`src/rtl/lcg_pkg.sv`:
```
// Shared constants, output-mode enum and helpers for the multi-channel LCG.
package lcg_pkg;

  // Widest state the generator supports; MULTIPLIER/INCREMENT are given at this width.
  localparam int          LCG_MAX_W    = 64;
  localparam logic [63:0] LCG_MULT_DEF = 64'h5851F42D4C957F2D;
  localparam logic [63:0] LCG_INC_DEF  = 64'h14057B7EF767814F;

  typedef enum logic {
    RAW  = 1'b0,
    FOLD = 1'b1
  } out_mode_e;

  // Fold the upper half onto the lower half; w is the live width of s.
  function automatic logic [LCG_MAX_W-1:0] fold(input logic [LCG_MAX_W-1:0] s, input int w);
    return s ^ (s >> (w / 2));
  endfunction

  // Channel index width; a single channel still needs a 1-bit select port.
  function automatic int chan_w(input int n);
    return (n <= 1) ? 1 : $clog2(n);
  endfunction

endpackage

```
`src/rtl/lcg_step.sv`:
```
// One LCG step: next = s*MULTIPLIER + inc, everything truncated to WIDTH.
module lcg_step
  import lcg_pkg::*;
#(
  parameter int          WIDTH      = 64,
  parameter logic [63:0] MULTIPLIER = LCG_MULT_DEF
) (
  input  logic [WIDTH-1:0] s,
  input  logic [WIDTH-1:0] inc,
  output logic [WIDTH-1:0] nxt
);

  localparam logic [WIDTH-1:0] MULT_W = MULTIPLIER[WIDTH-1:0];

  // WIDTH-bit context: the product's upper half is discarded by construction.
  assign nxt = s * MULT_W + inc;

endmodule

```
`src/rtl/lcg_prng_mc.sv`:
```
// Multi-channel LCG PRNG: CHANNELS independent states served round-robin
// into one valid/ready output register, with per-channel reseeding.
module lcg_prng_mc
  import lcg_pkg::*;
#(
  parameter int          WIDTH      = 64,
  parameter int          CHANNELS   = 2,
  parameter logic [63:0] MULTIPLIER = LCG_MULT_DEF,
  parameter logic [63:0] INCREMENT  = LCG_INC_DEF,
  parameter int          OUT_MODE   = 0,
  localparam int         CH_W       = chan_w(CHANNELS)
) (
  input  logic             clk,
  input  logic             rst,
  input  logic             en,
  input  logic             seed_valid,
  output logic             seed_ready,
  input  logic [CH_W-1:0]  seed_chan,
  input  logic [WIDTH-1:0] seed_data,
  output logic             out_valid,
  input  logic             out_ready,
  output logic [WIDTH-1:0] out_data,
  output logic [CH_W-1:0]  out_chan
);

  localparam logic [WIDTH-1:0] INC_W    = INCREMENT[WIDTH-1:0];
  localparam logic [CH_W:0]    CH_LIM   = (CH_W+1)'(CHANNELS);
  localparam logic [CH_W-1:0]  PTR_LAST = CH_W'(CHANNELS - 1);
  localparam bit               DO_FOLD  = (OUT_MODE == int'(FOLD));

  logic [CHANNELS-1:0][WIDTH-1:0] st;
  logic [CH_W-1:0]                ptr;
  logic [WIDTH-1:0]               cur, inc_cur, nxt, sample;
  logic                           seed_hit, free;

  assign seed_ready = 1'b1;

  // Out-of-range seed writes are dropped and do not disturb the stream.
  assign seed_hit = seed_valid && ({1'b0, seed_chan} < CH_LIM);
  assign free     = !out_valid || out_ready;

  // Served channel's state, its odd increment, and the emitted (pre-step) value.
  always_comb begin
    cur     = st[ptr];
    inc_cur = INC_W + (WIDTH'(ptr) << 1);
    sample  = DO_FOLD ? WIDTH'(fold(LCG_MAX_W'(cur), WIDTH)) : cur;
  end

  // Single shared step unit, fed by the round-robin pointer.
  lcg_step #(
    .WIDTH      (WIDTH),
    .MULTIPLIER (MULTIPLIER)
  ) u_step (
    .s   (cur),
    .inc (inc_cur),
    .nxt (nxt)
  );

  // State array, pointer and output register: seed beats fill, fill beats drain.
  always_ff @(posedge clk or posedge rst) begin
    if (rst) begin
      for (int c = 0; c < CHANNELS; c++) st[c] <= WIDTH'(c);
      ptr       <= '0;
      out_valid <= 1'b0;
      out_data  <= '0;
      out_chan  <= '0;
    end else if (seed_hit) begin
      // Flush: a pending sample may predate the new seed, so drop it.
      st[seed_chan] <= seed_data;
      out_valid     <= 1'b0;
    end else if (en && free) begin
      out_data  <= sample;
      out_chan  <= ptr;
      out_valid <= 1'b1;
      st[ptr]   <= nxt;
      ptr       <= (ptr == PTR_LAST) ? '0 : ptr + 1'b1;
    end else if (!en && out_ready) begin
      out_valid <= 1'b0;
    end
  end

endmodule

```
`config.mk`:
```
export PLATFORM = sky130hd
export DESIGN_NAME = lcg_prng_mc
export DESIGN_NICKNAME = d
export VERILOG_FILES = /design/src/rtl/lcg_pkg.sv /design/src/rtl/lcg_step.sv /design/src/rtl/lcg_prng_mc.sv
export SDC_FILE = /design/constraint.sdc
export NUM_CORES = 2
export LEC_CHECK = 0
export CORE_MARGIN = 10
export CORE_UTILIZATION = 70
export CTS_CLUSTER_DIAMETER = 100
export DETAILED_ROUTE_END_ITERATION = 10
export PLACE_DENSITY = 0.89
export SYNTH_ARGS = -nofsm -noshare
export SYNTH_HDL_FRONTEND = slang
export SYNTH_HIERARCHICAL = 1
export SYNTH_SLANG_ARGS = --single-unit
```
`constraint.sdc`:
```
create_clock -name clk -period 26 [get_ports clk]
set_input_delay 2.6 -clock clk [delete_from_list [all_inputs] [get_ports clk]]
set_output_delay 2.6 -clock clk [all_outputs]
set_load 0.03 [all_outputs]
```
==> results.cfg <==
[status]
status = completed

[sta]
max_slew_margin_pct = 25.40
fin_crit_ns = 11.14
hold_viol = 0
fmax_ghz = 0.08977
setup_violations = 0
setup_tns_ns = 0
rsz0062_at_grt = no
finalCritPeriodShare_pct = 42.84
fin_skew_ns = 0.04132
slew_violations = 0
worstMarginPinSlew_ns = 1.119

[route]
wl_met1_mm = 47.08
vias_per_cell = 6.180
met3_length_mm = 15.34
initialDrtViolationCount = 3300
drc = 0
antenna_left = 0
wl_mm = 139.9
wl_met2_mm = 64.49
dr_total_vias = 31265
drt_pre_antenna_iters = 6
wl_per_cell_um = 27.66
top_layer_used = met5

[global_route]
overflow = 0
antenna_found_initial = 2
grt_max_degree = 117
first_global_vias = 35038
grt_use_total_pct = 38.78
grt_pass1_wl_mm = 211.4

[yosys]
async_flop_share_pct = 100.0
synth-edff-count = 0
synth_seq_cells = 195
synth_cell_types = 70
yosysWarnings = 6
synth_seq_area_share_pct = 10.92
synthesis.area_um2 = 44690
ys.flop_type = dfrtp_1
synthCells = 4047
syn_area_per_cell_um2 = 11.04

[die]
core_area_um2 = 63200
die_y_um = 272.7
initial_core_util_pct = 70.71
dieArea_um2 = 74340
ios = 137
row_count = 92
fp.dieW_um = 272.7

[final_layout]
final_common_cell = inv_1
mostFrequentLayoutCells = 1304 x inv_1, 959 x fa_1, 613 x ha_1, 216 x mux2_2, 193 x dfrtp_1
syn2layout_area_growth_pct = 6.490
drive_gt1_share_pct = 7.265
multi_input_area_um2 = 34650
nets = 5841
design_area_um2 = 47590
regArea_um2 = 4882
fill_cells = 4109
stdcell_count = 5059

[clock_network]
cts_resized = 0
clkSinkCount = 195
htree_levels = 4
cts_buffer_depth = 2
clk_pin_slew_ns = 0.09
cts_tree = built
cts_buffers = 17
cts_setup_buffers = 0
clockRootBuffer = clkbuf_16
hold_buffers = 0
clock_latency_ns = 0.55

[critical_path]
end_kind = register
critPathArrivalTime_ns = 11.54
cp_data_required_time_ns = 26.40
cpPeakStageDelay_ns = 0.82
path_class = register to register
reg2reg_setup_slack_ns = 14.86
cp_max_fo = 47
cp_slowest_cell = nor4_1
crit_path_start_kind = register
cp_common_cell = fa_1

[placed_design]
gp_congestion = 1.057
hpwl_mm = 118.1
post-place-cells = 5026
placed_cell_area_um2 = 46950
io_buffers = 135

[run]
max_cap_viol_count = 0

[min_path]
holdCritPathClass = register to register
-- critical path, delay by kind of cell, from the launching register on --
| kind | cells | cell delay (ns) |
|---|---|---|
| compound gates | 4 | 1.43 |
| flops | 1 | 0.75 |
| mux | 2 | 0.86 |
| fa+ha+maj | 11 | 5.61 |
| buf+inv | 9 | 1.15 |
| xor+xnor | 1 | 0.14 |
| simple gates | 2 | 1.02 |
-- final timing paths --
| path | depth (start not counted) | end | from |
|---|---|---|---|
| max in group asynchronous | 3 | st[123] | rst |
| min in group asynchronous | 2 | out_data[29] | rst |
| hold / removal | 1 | st[15] | st[15] |
| setup / recovery | 29 | st[123] | ptr |
| hold reg to reg | 1 | st[15] | st[15] |
| setup reg to reg | 29 | st[123] | ptr |
-- metal layers --
metal  track usage [%]  up-vias
met5                 0        -
met4             29.52        4
met3             11.14      691
met2             60.67     2127
met1             45.00    15843
li1                  -    12600
-- area by class of cell --
cell class	instances	area share, %
diodes	1	0.005259
clock buffers	17	0.8940
clock inverters	15	0.4470
inverters	1306	10.32
multi-input cells	2532	72.82
flip-flops and latches	195	10.26
well taps	846	2.224
repair buffers	147	3.029
-- metrics by stage --
stage / hold WS, ns / utilization [%] / worst slack [ns]
final: 0.4962 / 75.30 / 14.86
after global routing: 0.5080 / 75.30 / 14.70
after CTS: 0.4967 / 75.30 / 15.10
after detailed placement: 0.4755 / 74.29 / 15.15
after global placement: 0.4643 / 74.29 / 15.27
after floorplan: 0.4541 / - / 16.97
-- registers in the layout (all words and copies together), names as in the netlist --
signal,cells
out_chan,1
ptr,1
out_data,64
out_valid,1
st,128
-- cells in the mapped netlist, drive strengths merged (3+ instances only) --
library cell  number  area [µm²]
dfrtp            194        4855
inv             1306        4902
nand3             17       95.09
a21oi             78       394.1
a22o             128        1121
a41oi              3       52.56
o21bai            13       97.59
buf               53       429.2
a21boi             5       37.54
nand2b             8       50.05
nor2              29       111.4
nor3               4       20.02
o211ai             9       67.56
o21a               6       45.04
nor2b              7       46.30
mux2             257        2980
xnor2             96       840.8
o22ai              3       18.77
a21o              35       262.8
and2               5       33.78
o21ai             40       203.9
ha               613        7670
a31o               4       35.04
fa               959       19200
nor4               5       37.53
nand4             14       87.58
clkbuf            20       75.07
xor2              33       289.0
a211oi            11       82.58
a31oi              7       43.79
and3               9       56.30
nand2             49       183.9
-- cell families (layout without fill, tap and decap cells) --
logic type	count (synthesis)	in the layout	share of synthesized area, %
xor+xnor	129	129	2.528
compound gates	360	360	5.900
fa+ha+maj	1572	1572	60.13
mux	257	257	6.670
other cells	2	62	0.01681
simple gates	153	153	1.736
flops	195	195	10.92
buf+inv	1379	1485	12.10
Power is not shown: default switching activity piles up to over one toggle a cycle in this logic, so the estimate is an artifact.
